===== config.mk =====
export PLATFORM = sky130hd
export DESIGN_NAME = fetch_stage
export DESIGN_NICKNAME = d
export VERILOG_FILES = /design/src/rtl/fetch_stage.sv
export SDC_FILE = /design/constraint.sdc
export NUM_CORES = 1
export LEC_CHECK = 0
export ABC_AREA = 1
export ABC_CLOCK_PERIOD_IN_PS = 4200
export CAP_MARGIN = 10
export CORE_MARGIN = 5
export CORE_UTILIZATION = 45
export CTS_CLUSTER_DIAMETER = 40
export DETAILED_ROUTE_END_ITERATION = 10
export PLACE_DENSITY = 0.69
export SYNTH_ARGS = -nofsm -noshare
export SYNTH_HDL_FRONTEND = slang
export SYNTH_SLANG_ARGS = --single-unit

===== constraint.sdc =====
create_clock -name clk -period 4.2 [get_ports clk]
set_clock_uncertainty 0.1 [all_clocks]
set_input_delay 0.63 -clock clk [delete_from_list [all_inputs] [get_ports clk]]
set_output_delay 0.63 -clock clk [all_outputs]
set_load 0.01 [all_outputs]

===== src/rtl/fetch_stage.sv =====
// fetch_stage: instruction-fetch stage of the in-order RISC-V pipeline.
//
// Holds the program counter. Issues sequential word fetches over a
// valid/ready request channel whose responses return in order. Buffers the
// returned instructions with their PCs in a DEPTH-entry FIFO and presents
// them to decode through a valid/ready handshake. A redirect discards every
// buffered and in-flight fetch. Responses that were still outstanding when
// the redirect happened are counted and dropped when they arrive.
//
// Parameters
//   RESET_PC        PC of the first fetch after reset
//   DEPTH           buffer entries; also the maximum number of allocated
//                   fetches (power of two, >= 2)
// Ports
//   clk, reset      clock and synchronous active-high reset
//   redirect_valid  taken branch/jump; overrides everything else
//   redirect_pc     new fetch target, bits [1:0] ignored
//   imem_req_*      fetch request channel (valid/ready, word address)
//   imem_rsp_*      in-order fetch responses (no backpressure)
//   if_valid/ready  handshake towards decode
//   if_instruction  instruction word at the head of the buffer
//   if_pc           PC of if_instruction
module fetch_stage #(
  parameter logic [31:0] RESET_PC = 32'h0000_0000,
  parameter int unsigned DEPTH    = 4
) (
  input  logic        clk,
  input  logic        reset,
  input  logic        redirect_valid,
  input  logic [31:0] redirect_pc,
  output logic        imem_req_valid,
  input  logic        imem_req_ready,
  output logic [31:0] imem_req_addr,
  input  logic        imem_rsp_valid,
  input  logic [31:0] imem_rsp_data,
  output logic        if_valid,
  input  logic        if_ready,
  output logic [31:0] if_instruction,
  output logic [31:0] if_pc
);

  localparam int unsigned PW = $clog2(DEPTH);
  localparam int unsigned CW = PW + 1;
  // drop_cnt gets two bits of headroom beyond DEPTH: back-to-back redirects
  // against a slow memory can stack up more stale responses than one FIFO's
  // worth before the first of them returns.
  localparam int unsigned DW = PW + 3;

  logic [31:0]    pc;
  logic [31:0]    ent_pc    [DEPTH];
  logic [31:0]    ent_instr [DEPTH];
  logic [DEPTH-1:0] ent_filled;

  logic [PW-1:0]  head;
  logic [PW-1:0]  tail;
  logic [PW-1:0]  fill;
  logic [CW-1:0]  count;     // allocated entries
  logic [CW-1:0]  pend;      // allocated but not yet filled
  logic [DW-1:0]  drop_cnt;  // stale responses still to discard

  logic deq;
  logic acc;
  logic rsp_drop;
  logic rsp_fill;
  logic unused_pc_bits;

  assign unused_pc_bits = ^redirect_pc[1:0];

  assign if_valid       = !reset && (count != '0) && ent_filled[head];
  assign deq            = if_valid && if_ready;
  assign if_instruction = ent_instr[head];
  assign if_pc          = ent_pc[head];

  // A slot freed by this cycle's deq can be reused by this cycle's request.
  assign imem_req_valid = !reset && ((count - CW'(deq)) < CW'(DEPTH));
  assign imem_req_addr  = pc;
  assign acc            = imem_req_valid && imem_req_ready;

  // Responses are in order, so stale ones always arrive before fresh ones.
  // A response with nothing to drop and nothing to fill is ignored.
  assign rsp_drop = imem_rsp_valid && (drop_cnt != '0);
  assign rsp_fill = imem_rsp_valid && (drop_cnt == '0) && (pend != '0);

  always_ff @(posedge clk) begin
    if (reset) begin
      pc         <= RESET_PC;
      head       <= '0;
      tail       <= '0;
      fill       <= '0;
      count      <= '0;
      pend       <= '0;
      drop_cnt   <= '0;
      ent_filled <= '0;
      for (int unsigned i = 0; i < DEPTH; i++) begin
        ent_pc[i]    <= '0;
        ent_instr[i] <= '0;
      end
    end else if (redirect_valid) begin
      pc         <= {redirect_pc[31:2], 2'b00};
      head       <= '0;
      tail       <= '0;
      fill       <= '0;
      count      <= '0;
      pend       <= '0;
      ent_filled <= '0;
      // Everything still owed by memory becomes stale: unfilled entries plus
      // a request accepted now, less the response consumed this cycle
      // (whether it was filling or already being dropped).
      drop_cnt   <= drop_cnt + DW'(pend) + DW'(acc) - DW'(rsp_drop || rsp_fill);
    end else begin
      if (acc) begin
        ent_pc[tail]     <= pc;
        ent_filled[tail] <= 1'b0;
        tail             <= tail + PW'(1);
        pc               <= pc + 32'd4;
      end
      if (rsp_drop) begin
        drop_cnt <= drop_cnt - DW'(1);
      end
      // fill never equals tail while an allocation happens: that would need
      // every entry unfilled, which blocks deq and therefore the request.
      if (rsp_fill) begin
        ent_instr[fill]  <= imem_rsp_data;
        ent_filled[fill] <= 1'b1;
        fill             <= fill + PW'(1);
      end
      if (deq) begin
        head <= head + PW'(1);
      end
      count <= count + CW'(acc) - CW'(deq);
      pend  <= pend + CW'(acc) - CW'(rsp_fill);
    end
  end

endmodule

* Word level (Yosys, flattened, before mapping)
Memory sizes are Yosys's and may differ from the RTL's. A register that Yosys moved wholly into a read port is not among the register bits.
Index checks and enable logic that the tools add are counted.
** Word-level totals
- Memory bits (writable) :: 256
- Logic and storage cells :: 88
- Input port bits :: 70
- Memories kept :: 2
- Output and inout port bits :: 98
- Flip-flop bits (word level) :: 53
** Memories
- ent_instr :: words 4, width 32, rd ports 1, clocked after memory_dff 1, write ports 4, line 51 : logic [31:0] ent_instr [DEPTH];
- ent_pc :: words 4, width 32, rd ports 1, clocked after memory_dff 1, write ports 4, line 50 : logic [31:0] ent_pc [DEPTH];
** Operators by class
- Reduce and logical (&&, ||, !) cells :: 21
- $lt $le $gt $ge :: 6
- $add $sub $neg :: 13
- Multiplexer cells :: 34
- Bitwise logic cells :: 3
** Operator list (number)
- 32-bit 2-to-1 mux :: 4
- 32-bit OR reduction :: 2
- 32-bit by 3-bit adder with 32-bit output (second input constant) :: 1
- 4-bit 2-to-1 mux :: 4
- 1-bit 2-to-1 mux :: 15
- 2-bit 2-to-1 mux :: 6
- 1-bit logical AND :: 10
- 5-bit 2-to-1 mux :: 2
- 2-bit by 3-bit less-than comparator with 1-bit output (second input constant) :: 3
- 3-bit by 1-bit subtractor with 3-bit output :: 3
- 2-bit by 1-bit adder with 2-bit output (second input constant) :: 3
- 3-bit by 1-bit adder with 3-bit output :: 2
- 3-bit nonzero test :: 2
- 5-bit by 1-bit adder with 5-bit output :: 1
- 5-bit by 3-bit adder with 5-bit output :: 1
- 5-bit zero test :: 1
- 5-bit nonzero test :: 1
- 5-bit by 1-bit subtractor with 5-bit output :: 1
- 5-bit by 1-bit subtractor with 5-bit output (second input constant) :: 1
- 4-bit bitwise AND :: 1
- 1-bit demux with 2-bit select :: 2
- 2-bit by 1-bit >= comparator with 1-bit output (second input constant) :: 2
- 4-bit inverter :: 1
- 4-bit OR :: 1
- other kinds (6) :: 7

* Logic depth before layout (Yosys ltp)
Gate-level depths: netlist (run 1).
- Word-level depth :: 14
- Gate-level depth with buffers :: 20
- Depth with buffers taken out :: 20

* Worst setup path after synthesis (run 1)
OpenSTA, ideal clock, no wires.
- Path type :: input-to-reg
- From :: in reset
- To :: mem ent_pc[3][10] (enable)
- Required time :: 3.637 ns
- Library setup time :: 0.463 ns
- Arrival :: 3.971 ns
- Stages :: 10
- Buffers on the path :: 1
- Setup slack :: -0.334 ns
- Cell sequence :: buf_2 > inv_2 > nand2_1 > nor2_2 > nand4_2 > a21oi_4 > nand2_4 > nor2_8 > inv_4 > a211oi_1
** RTL lines
- from (decl) :: line 28 : input logic reset,
- to (decl) :: line 50

==> key figures, run 1 <==
Setup path
  – Start of the worst register-to-register path: drop_cnt[0]
  – Max Fanout on Critical Path: 96
  – CP required: 3.47 ns
  – Max stage delay on crit path: 0.76 ns
  – Slowest stage cell, crit path: buf_4
  – CP Capture Type: primary output
  – Worst path bufs/invs: 3
  – CP startpoint kind: flop
  – Cell breakdown of the critical path: clkinv_2 > buf_4 > o21ai_0 > o22ai_1 > clkdlybuf4s50_1
  – Setup CP Type: flop to primary output
  – Crit path max-delay family: buffers and inverters
  – Critical Path AT: 2.93 ns

Logic synthesis
  – Post-synthesis xor/xnor area fraction: 0.01771
  – Main combinational cell family by area after synthesis: simple AND/OR/NAND/NOR gates
  – Share of the synthesized area in the top cell type: 0.5378
  – Yosys warns: 0
  – Ys async rst share: 0
  – EDFF count, synth: 248
  – FF+latch count, synth: 301
  – Post-synthesis sequential area ratio: 0.6144
  – Synth Area in Compound Gates: 0.1044
  – Top cells by area, synth: edfxtp_1 (54%), nor2_1 (11%), dfxtp_1 (7.7%), o21ai_0 (5.1%), nand2_1 (3.9%)
  – Primary FF master, synth: edfxtp_1
  – Post-synth cell types: 39
  – Synth Cell Area: 0.01385 sq mm
  – Fraction of the mapped netlist area in adder cells: 0.02422
  – Synth Instances: 1430
  – Mean area per synthesized cell: 9.683 sq um
  – Synth Area in Simple Gates: 0.1782
  – Synth area leader: edfxtp_1
  – Mux contribution to synthesized area: 0.0007229

Timing
  – Worst Tran Pin Value: 1.024 ns
  – Post-route setup slack: 0.5411 ns
  – RSZ-0062 raised after global routing: no
  – Maximum clock rate: 0.2733 GHz
  – Final Hold Fails: 0
  – Final setup viols: 0
  – Final Slew Violations: 0
  – Relative slew slack: 0.3172
  – Final period util: 0.8712
  – Minimum clock period: 3.659 ns
  – Setup tns final: 0 ns

Clock tree
  – # hold bufs at CTS: 0
  – Setup Fix Bufs, Post-CTS: 0
  – Root buffer cell: clkbuf_16
  – Clk buf depth: 3
  – Clk slew on worst S/H paths: 0.05 ns
  – Clk Latency, worst-skew pair: 0.53 ns
  – Clock sinks: 301
  – CTS Buf Count: 42
  – Post-cts resize count: 0
  – CTS tree: yes
  – H-tree depth: 2

Global route
  – Vias in the first global route: 10544
  – GRT Util Overall: 0.2030
  – Total gr overflow: 0
  – Largest net degree at the start of global routing: 97
  – Initial antenna violation count: 0
  – Global-route wire length before repair: 55580 microns

Route
  – Final wirelength: 35450 microns
  – Drt pass-1 iters: 5
  – DRC: 0
  – DRT iter0 DRCs: 966
  – Mean routed wirelength per cell: 17.60 microns
  – Via-to-Cell Ratio: 5.335
  – Final ANT Viol Nets: 0
  – DR vias: 10745

Placed design
  – Buffers on Ports: 161
  – DP Cell Count: 1936
  – Half-perimeter wire length after placement: 21660 microns
  – Place WS: 0.6509 ns
  – Gpl congestion: 0.8737

Power
  – Sequential Power Share: 0.455
  – VDD IR max: 414.3 uV
  – Pleak: 6.587 nW
  – Switching power: 0.001810 W
  – Clock power frac: 0.450
  – Power Internal: 0.005734 W
  – Gate power share: 0.095
  – Sw frac: 0.2400
  – Cell Pwr Density: 438.3 mW/mm^2

Final layout
  – Post-route insts no fill: 2014
  – Final net count: 1679
  – Area grow syn2layout: 24.30%
  – Antenna cells: 0
  – Utilization after layout: 0.5641
  – Share of layout cells above drive strength 1: 0.07293

Hold path
  – Hold path start: imem_req_addr[31]
  – Path type of the worst min-delay path: flop to flop

Outcome
  – Status: complete, no violations

Floorplan
  – # IOs: 168
  – Core footprint: 0.03051 sq mm
  – Die W: 185.4 microns
  – Die area: 0.03438 sq mm
  – Die H: 185.4 microns
  – FP Rows: 64
  – Initial Util: 0.4539

Job
  – Max cap viols: 0
cell usage in the layout, fill, tap and decap left out, types with 5 or more instances in the layout:
master	n
nand4_1	10
inv_1	112
a21oi_1	14
clkdlybuf4s50_1	161
edfxtp_1	248
nand3_1	22
clkinvlp_4	6
nor2_1	413
clkinv_4	5
nand2_1	144
ha_1	22
xor2_1	25
dfxtp_1	51
nor3_1	10
o22ai_1	62
clkbuf_1	6
a31oi_1	28
buf_4	31
clkinv_1	6
clkbuf_16	43
o21ai_0	140
sequential cells by signal, summed over array words and instances, names as in the netlist, named ones only:
signal         count
imem_req_addr     30
ent_pc           120
tail               2
fill               2
pend               3
head               2
count              3
ent_instr        128
drop_cnt           5
ent_filled         4
cell type report:
cell class / count / area [sq um]
Clock buffer: 51 / 1126
Tap cell: 396 / 495.5
Multi-Input combinational cell: 929 / 4531
Timing Repair Buffer: 192 / 1844
Clock inverter: 27 / 255.2
Sequential cell: 301 / 8513
Inverter: 118 / 446.7
Fill cell: 2627 / 13300
power by group through the flow:
stage | Clock, W | Sequential, W | Combinational (W)
CTS | 0.00344 | 0.00343 | 0.000722
finish | 0.00339 | 0.00343 | 0.000716
detailed placement | 0 | 0.00349 | 0.000714
floorplan | 0 | 0.00349 | 0.000417
global route | 0.00359 | 0.00345 | 0.000796
global placement | 0 | 0.00349 | 0.000700
routing by layer:
layer  routed length, microns  global-route usage
met1                    14840              0.2700
met2                    16950              0.3397
met3                     2764             0.03731
met4                      904             0.06312
met5                        0                   0
worst reg2reg max path, cell delays in order (launching register included):
cell     delay, ns
dfxtp_1       0.31
inv_1         0.13
ha_1          0.16
nand3_1       0.11
nor3_2        0.26
inv_2         0.10
nand2_1       0.09
ha_1          0.24
nand2_1       0.07
nand2_1       0.05
inv_1         0.05
ha_1          0.13
inv_1         0.04
nand2_1       0.07
inv_1         0.05
fa_1          0.40
o21ai_0       0.23
xnor2_1       0.14
mux2i_1       0.09
a21oi_1       0.15
Yosys cell counts (2+ instances only):
cell / number
nand2_1: 144
fa_1: 3
nor2_1: 413
inv_2: 4
o22ai_1: 62
o21ai_0: 140
nand2_4: 3
a32o_1: 4
o211ai_1: 2
clkbuf_1: 69
buf_4: 4
buf_2: 6
ha_1: 22
nor4_1: 4
nor2_8: 2
xnor2_1: 3
a21oi_1: 14
nand4_1: 10
dfxtp_1: 53
inv_1: 113
nand3_1: 22
nor3_1: 10
a211oi_1: 2
buf_6: 6
xor2_1: 25
nor2_2: 2
a31oi_1: 28
or2_2: 2
edfxtp_1: 248
cells by family (layout without fill, tap and decap cells):
group | Yosys count | count (layout)
and+or+nand+nor | 615 | 615
other | 1 | 4
AOI/OAI and AO/OA | 256 | 256
adders and majority gates | 25 | 25
buffers and inverters | 203 | 388
DFF | 301 | 301
muxes | 1 | 1
xor gates and xnor gates | 28 | 28
through the flow:
stage               total power (W)  instance area, sq um  hold WS [ns]
finish                     0.007545                 17210        0.3936
global route               0.007834                 17210        0.4340
CTS                        0.007596                 17210        0.3923
detailed placement         0.004208                 15830        0.3736
global placement           0.004190                 15830        0.3731
floorplan                  0.003903                 13860        0.3769
worst paths after layout:
check	end	slack (ns)	cells past startpoint
worst max register to register	drop_cnt[4]	1.15	19
worst max-delay path	if_pc[31]	0.54	5
worst min register to register	imem_req_addr[31]	0.39	2
worst min-delay path	imem_req_addr[31]	0.39	2
Note: power is estimated with default switching activity, not from simulation.
==> run 2: changes to the inputs <==
--- a/config.mk
+++ b/config.mk
@@ -6,12 +6,13 @@
 export NUM_CORES = 1
 export LEC_CHECK = 0
 export ABC_AREA = 1
-export ABC_CLOCK_PERIOD_IN_PS = 4200
+export ABC_CLOCK_PERIOD_IN_PS = 3300
 export CAP_MARGIN = 10
 export CORE_MARGIN = 5
 export CORE_UTILIZATION = 45
 export CTS_CLUSTER_DIAMETER = 40
 export DETAILED_ROUTE_END_ITERATION = 10
+export MAX_ROUTING_LAYER = met4
 export PLACE_DENSITY = 0.69
 export SYNTH_ARGS = -nofsm -noshare
 export SYNTH_HDL_FRONTEND = slang
==> constraint.sdc (replaced) <==
create_clock -name clk -period 3.3 [get_ports clk]
set_clock_uncertainty 0.1 [all_clocks]
set_input_delay 0.495 -clock clk [delete_from_list [all_inputs] [get_ports clk]]
set_output_delay 0.495 -clock clk [all_outputs]
set_load 0.01 [all_outputs]
==> run 2 against run 1 <==
Compared with the run above:
- sequential power is 27% higher
- first-iteration DRC count is 2.1% lower
- non-clock buffer count is 7 higher
- final cell count hardly changed
- routed wire length is 0.84% lower
- combinational power is 31% higher
- critical path depth is 1 lower
- via count hardly changed
- critical endpoint is now if_pc[3]
- largest cell class unchanged
- highest routed layer unchanged
==> key figures, run 2 (same netlist as run 1, synthesis figures left out) <==
Power
  – Sw frac: 0.2392
  – Sequential Power Share: 0.443
  – VDD IR max: 518.1 uV
  – Switching power: 0.002356 W
  – Cell Pwr Density: 563.5 mW/mm^2
  – Clock power frac: 0.462
  – Power Internal: 0.007494 W
  – Pleak: 6.711 nW
  – Gate power share: 0.095

Hold path
  – Path type of the worst min-delay path: flop to flop
  – Endpoint, Worst Hold: imem_req_addr[31]
  – Hold Path Depth: 2
  – Hold path start: imem_req_addr[31]

Final layout
  – Share of layout cells above drive strength 1: 0.07778
  – Commonest non-fill, non-tap cells in the layout: nor2_1 (413), edfxtp_1 (248), clkdlybuf4s50_1 (161)
  – Post-route insts no fill: 2016
  – Final net count: 1684
  – Antenna cells: 0
  – Leading cell type in the layout, fill and taps excluded: nor2_1
  – Area grow syn2layout: 26.23%
  – Largest register FFs: 128
  – Largest Register: ent_instr

Clock tree
  – Root buffer cell: clkbuf_16
  – # hold bufs at CTS: 0
  – CTS Buf Count: 40
  – Post-cts resize count: 0
  – Clock sinks: 301
  – Clk buf depth: 3
  – Setup Fix Bufs, Post-CTS: 0
  – Clk slew on worst S/H paths: 0.06 ns
  – Clk Latency, worst-skew pair: 0.55 ns
  – H-tree depth: 2
  – CTS tree: yes

Setup path
  – FF-to-FF End: drop_cnt[4]
  – Critical Path AT: 2.55 ns
  – R2R Setup Slk: 0.38 ns
  – Start of the worst register-to-register path: drop_cnt[0]
  – FF-to-FF path depth: 20
  – CP required: 2.70 ns
  – Slowest stage cell, crit path: clkdlybuf4s50_1
  – Max stage delay on crit path: 0.62 ns
  – Cell breakdown of the critical path: buf_12 > o21ai_0 > o22ai_1 > clkdlybuf4s50_1
  – Setup CP Type: flop to primary output
  – CP Capture Type: primary output
  – Max Fanout on Critical Path: 124
  – CP startpoint kind: flop

Timing
  – Worst Tran Pin Value: 0.6129 ns
  – Relative slew slack: 0.5914
  – Minimum clock period: 3.148 ns
  – Final Hold Fails: 0
  – Final setup viols: 0
  – Final period util: 0.9540
  – Maximum clock rate: 0.3176 GHz
  – Final Slew Violations: 0
  – RSZ-0062 raised after global routing: no
  – Hold slack: 0.3877 ns
  – Setup tns final: 0 ns

Route
  – Mean routed wirelength per cell: 17.44 microns
  – Drt pass-1 iters: 6
  – Final wirelength: 35150 microns
  – DRT iter0 DRCs: 946
  – Final ANT Viol Nets: 0
  – DR vias: 10744
  – DRC: 0
  – Via-to-Cell Ratio: 5.329

Floorplan
  – Die area: 0.03438 sq mm
  – Core footprint: 0.03051 sq mm
  – Die W: 185.4 microns
  – Die H: 185.4 microns
  – Initial Util: 0.4539
  – FP Rows: 64
  – # IOs: 168

Global route
  – Vias in the first global route: 10666
  – Total gr overflow: 0
  – Largest net degree at the start of global routing: 125
  – Initial antenna violation count: 0
  – Global-route wire length before repair: 55260 microns
  – GRT Util Overall: 0.2091

Placed design
  – DP Cell Count: 1943
  – Half-perimeter wire length after placement: 21440 microns
  – Gpl congestion: 0.8712
  – Buffers on Ports: 161

Job
  – Max cap viols: 0

Outcome
  – Status: complete, no violations
-- run 2: changes by cell type in the layout (fill, tap and decap cells not counted), moves of 2 or more --
cell / before / now
buf_12: 0 / 11
clkinv_4: 5 / 0
buf_4: 31 / 27
bufinv_16: 2 / 6
clkbuf_1: 6 / 2
clkinv_2: 2 / 6
clkbuf_16: 43 / 40
clkinv_16: 0 / 3
clkinv_1: 6 / 4
-- run 2: power by group through the flow --
stage | Sequential [W] | Clock [W] | Combinational (W)
6_report | 0.00437 | 0.00455 | 0.000935
3_3_place_gp | 0.00444 | 0 | 0.000923
5_1_grt | 0.00438 | 0.00479 | 0.00104
2_1_floorplan | 0.00444 | 0 | 0.000533
3_5_place_dp | 0.00444 | 0 | 0.000938
4_1_cts | 0.00437 | 0.00462 | 0.000945
-- run 2: through the flow --
step | utilization | setup WS, ns | area [sq um] | power [W]
after floorplan | - | 0.2079 | 13870 | 0.004968
after global routing | 0.5729 | 0.01829 | 17480 | 0.01022
after CTS | 0.5729 | 0.1253 | 17480 | 0.009930
final | 0.5729 | 0.1517 | 17480 | 0.009850
after global placement | 0.5251 | 0.08554 | 16020 | 0.005361
after detailed placement | 0.5251 | 0.06796 | 16020 | 0.005383
-- run 2: cell type report --
class                   instances  area [sq um]
well taps                     396         495.5
inverters                     118         446.7
flip-flops and latches        301          8513
fillers                      2525         13030
clock buffers                  44          1036
multi-input cells             929          4531
repair buffers                199          2034
clock inverters                29         422.9
-- run 2: worst max-delay path by stage --
stage | start | endpoint | slack (ns) | cells past startpoint
5_1_grt | drop_cnt[0] | drop_cnt[4] | 0.02 | 20
2_1_floorplan | reset | ent_pc[1][10] | 0.21 | 13
3_3_place_gp | imem_rsp_valid | drop_cnt[4] | 0.09 | 18
4_1_cts | flop | if_pc[3] | 0.13 | 4
6_report | flop | if_pc[3] | 0.15 | 4
3_5_place_dp | imem_rsp_valid | drop_cnt[4] | 0.07 | 18
-- run 2: critical path, delay by kind of cell (launching register included) --
kind,cells,cell delay [ns]
AO/OA/AOI/OAI,2,0.54
buffers and inverters,2,0.96
flip-flops,1,0.36
-- run 2: metal layers --
layer,GRT usage,vias up,share of wire
met5,-,-,0
met4,0.06019,0,0.017
met3,0.02907,45,0.078
met2,0.3371,437,0.48
met1,0.2792,5102,0.43
li1,-,5160,-
==> run 3: changes to the inputs <==
--- a/config.mk
+++ b/config.mk
@@ -6,14 +6,14 @@
 export NUM_CORES = 1
 export LEC_CHECK = 0
 export ABC_AREA = 1
-export ABC_CLOCK_PERIOD_IN_PS = 3300
+export ABC_CLOCK_PERIOD_IN_PS = 3100
 export CAP_MARGIN = 10
 export CORE_MARGIN = 5
 export CORE_UTILIZATION = 45
 export CTS_CLUSTER_DIAMETER = 40
 export DETAILED_ROUTE_END_ITERATION = 10
 export MAX_ROUTING_LAYER = met4
-export PLACE_DENSITY = 0.69
+export PLACE_DENSITY = 0.67
 export SYNTH_ARGS = -nofsm -noshare
 export SYNTH_HDL_FRONTEND = slang
 export SYNTH_SLANG_ARGS = --single-unit
==> constraint.sdc (replaced) <==
create_clock -name clk -period 3.1 [get_ports clk]
set_clock_uncertainty 0.1 [all_clocks]
set_input_delay 0.465 -clock clk [delete_from_list [all_inputs] [get_ports clk]]
set_output_delay 0.465 -clock clk [all_outputs]
set_load 0.01 [all_outputs]
==> run 3 against run 2 <==
Compared with the run above:
- combinational power increased by 13%
- non-clock buffer count increased by 9
- design area increased by 0.58%
- critical path depth unchanged
- register-to-register slack got worse by 0.19 ns
- sequential share of layout area decreased by 0.27 points
- final cell count increased by 0.55%
- worst hold slack improved by 0.015 ns
- utilization increased by 0.33 points
- count of clock-buffer cells in the layout increased by 3
==> key figures, run 3 (same netlist as run 1, synthesis figures left out) <==
Final layout
  – Area grow syn2layout: 26.96%
  – Leading cell type in the layout, fill and taps excluded: nor2_1
  – Area of the multi-input gates: 0.004542 sq mm
  – Filler cells: 2643
  – Post-route insts no fill: 2027
  – Commonest non-fill, non-tap cells in the layout: nor2_1 (413), edfxtp_1 (248), clkdlybuf4s50_1 (161)
  – Largest register FFs: 128
  – Antenna cells: 0
  – Register Area: 0.008514 sq mm
  – Final net count: 1694
  – Largest Register: ent_instr
  – Share of layout cells above drive strength 1: 0.08584
  – Final Instance Area: 0.01758 sq mm

Outcome
  – Status: complete, no violations

Placed design
  – Half-perimeter wire length after placement: 21530 microns
  – Area of placed instances: 0.01609 sq mm
  – Buffers on Ports: 161
  – DP Cell Count: 1950
  – Gpl congestion: 0.8673

Timing
  – Final Slew Violations: 0
  – RSZ-0062 raised after global routing: yes
  – Final setup viols: 0
  – Final period util: 0.9610
  – Relative slew slack: 0.6479
  – Final Hold Fails: 0
  – Minimum clock period: 2.979 ns
  – Maximum clock rate: 0.3357 GHz
  – Worst Tran Pin Value: 0.5241 ns

Floorplan
  – Die area: 0.03438 sq mm
  – Die W: 185.4 microns
  – Core footprint: 0.03051 sq mm
  – Initial Util: 0.4539
  – FP Rows: 64
  – # IOs: 168
  – Die H: 185.4 microns

Power
  – VDD IR max: 423.4 uV
  – Cell Pwr Density: 602.1 mW/mm^2
  – Pleak: 6.768 nW

Setup path
  – Critical Path AT: 2.41 ns
  – CP Capture Type: primary output
  – Setup CP Type: flop to primary output
  – Max Fanout on Critical Path: 34
  – CP required: 2.53 ns
  – CP startpoint kind: flop

Clock tree
  – CTS tree: yes
  – Clock sinks: 301
  – H-tree depth: 2
  – Clk Latency, worst-skew pair: 0.52 ns
  – Clk slew on worst S/H paths: 0.05 ns
  – CTS Buf Count: 41
  – Clk buf depth: 3
  – Root buffer cell: clkbuf_16

Global route
  – Largest net degree at the start of global routing: 125
  – Vias in the first global route: 10798
  – Total gr overflow: 0
  – Global-route wire length before repair: 56440 microns
  – GRT Util Overall: 0.2130
  – Initial antenna violation count: 0

Route
  – DRC: 0
  – DRT iter0 DRCs: 896
  – Final ANT Viol Nets: 0
  – Drt pass-1 iters: 5
  – Final wirelength: 36590 microns
  – Via-to-Cell Ratio: 5.374
  – Mean routed wirelength per cell: 18.05 microns
  – DR vias: 10894

Job
  – Max cap viols: 0

Hold path
  – Path type of the worst min-delay path: flop to flop
[run 3: cell count changes in the layout (fill, tap and decap cells not counted), sizes merged]
cell	delta
inv	+5
buf	+8
clkinvlp	+1
clkinv	-8
bufinv	+1
clkbuf	+4
[run 3: per-layer routing]
layer  part of all wire  global-route usage  vias to the layer above
met4              0.021             0.05696                        0
met5                  0                   -                        -
met3              0.073             0.03064                       63
li1                   -                   -                     5190
met1               0.44              0.2896                     5211
met2               0.47              0.3385                      430
[run 3: path summary, 6_finish.rpt]
path                                        start           endpoint  slack, ns  depth (start not counted)
worst max register to register        drop_cnt[0]        drop_cnt[2]       0.19                         19
worst min-delay path            imem_req_addr[31]  imem_req_addr[31]       0.40                          2
worst min register to register  imem_req_addr[31]  imem_req_addr[31]       0.40                          2
worst max-delay path                         flop           if_pc[3]       0.12                          4
[run 3: area by class of cell]
type	instances	area share
Multi-Input combinational cell	929	0.2583
Tap cell	396	0.02818
Timing Repair Buffer	208	0.1219
Inverter	118	0.02548
Clock inverter	28	0.02213
Clock buffer	47	0.05964
Sequential cell	301	0.4843
[run 3: power by group]
part           switching (W)  internal [W]  leakage, nW
clock                0.00181       0.00307        0.680
combinational       0.000597      0.000463         3.10
sequential         0.0000944       0.00456         2.99
[run 3: metrics by stage]
| stage | total power (W) | TNS [ns] | util | hold WS [ns] | setup slack (ns) |
|---|---|---|---|---|---|
| floorplan | 0.005289 | 0 | - | 0.3769 | 0.03795 |
| global placement | 0.005724 | -0.1167 | 0.5272 | 0.3781 | -0.04692 |
| detailed placement | 0.005755 | -0.5843 | 0.5272 | 0.3872 | -0.1409 |
| CTS | 0.01062 | 0 | 0.5744 | 0.3979 | 0.005656 |
| global route | 0.01097 | -0.04653 | 0.5762 | 0.4200 | -0.02385 |
| finish | 0.01059 | 0 | 0.5762 | 0.4023 | 0.1210 |
[run 3: repair_timing]
item / in CTS / in global routing
hold buffers: 0 / 0
buffers inserted: 0 / 1
resized for setup: 0 / 9
endpoints found under the setup margin: 0 / 17
[run 3: worst max-delay path: stages, from the launching register on]
cell and delay (ns):
dfxtp_2 0.35, buf_4 0.37, o21ai_0 0.16, o22ai_1 0.38
clkdlybuf4s50_1 0.63
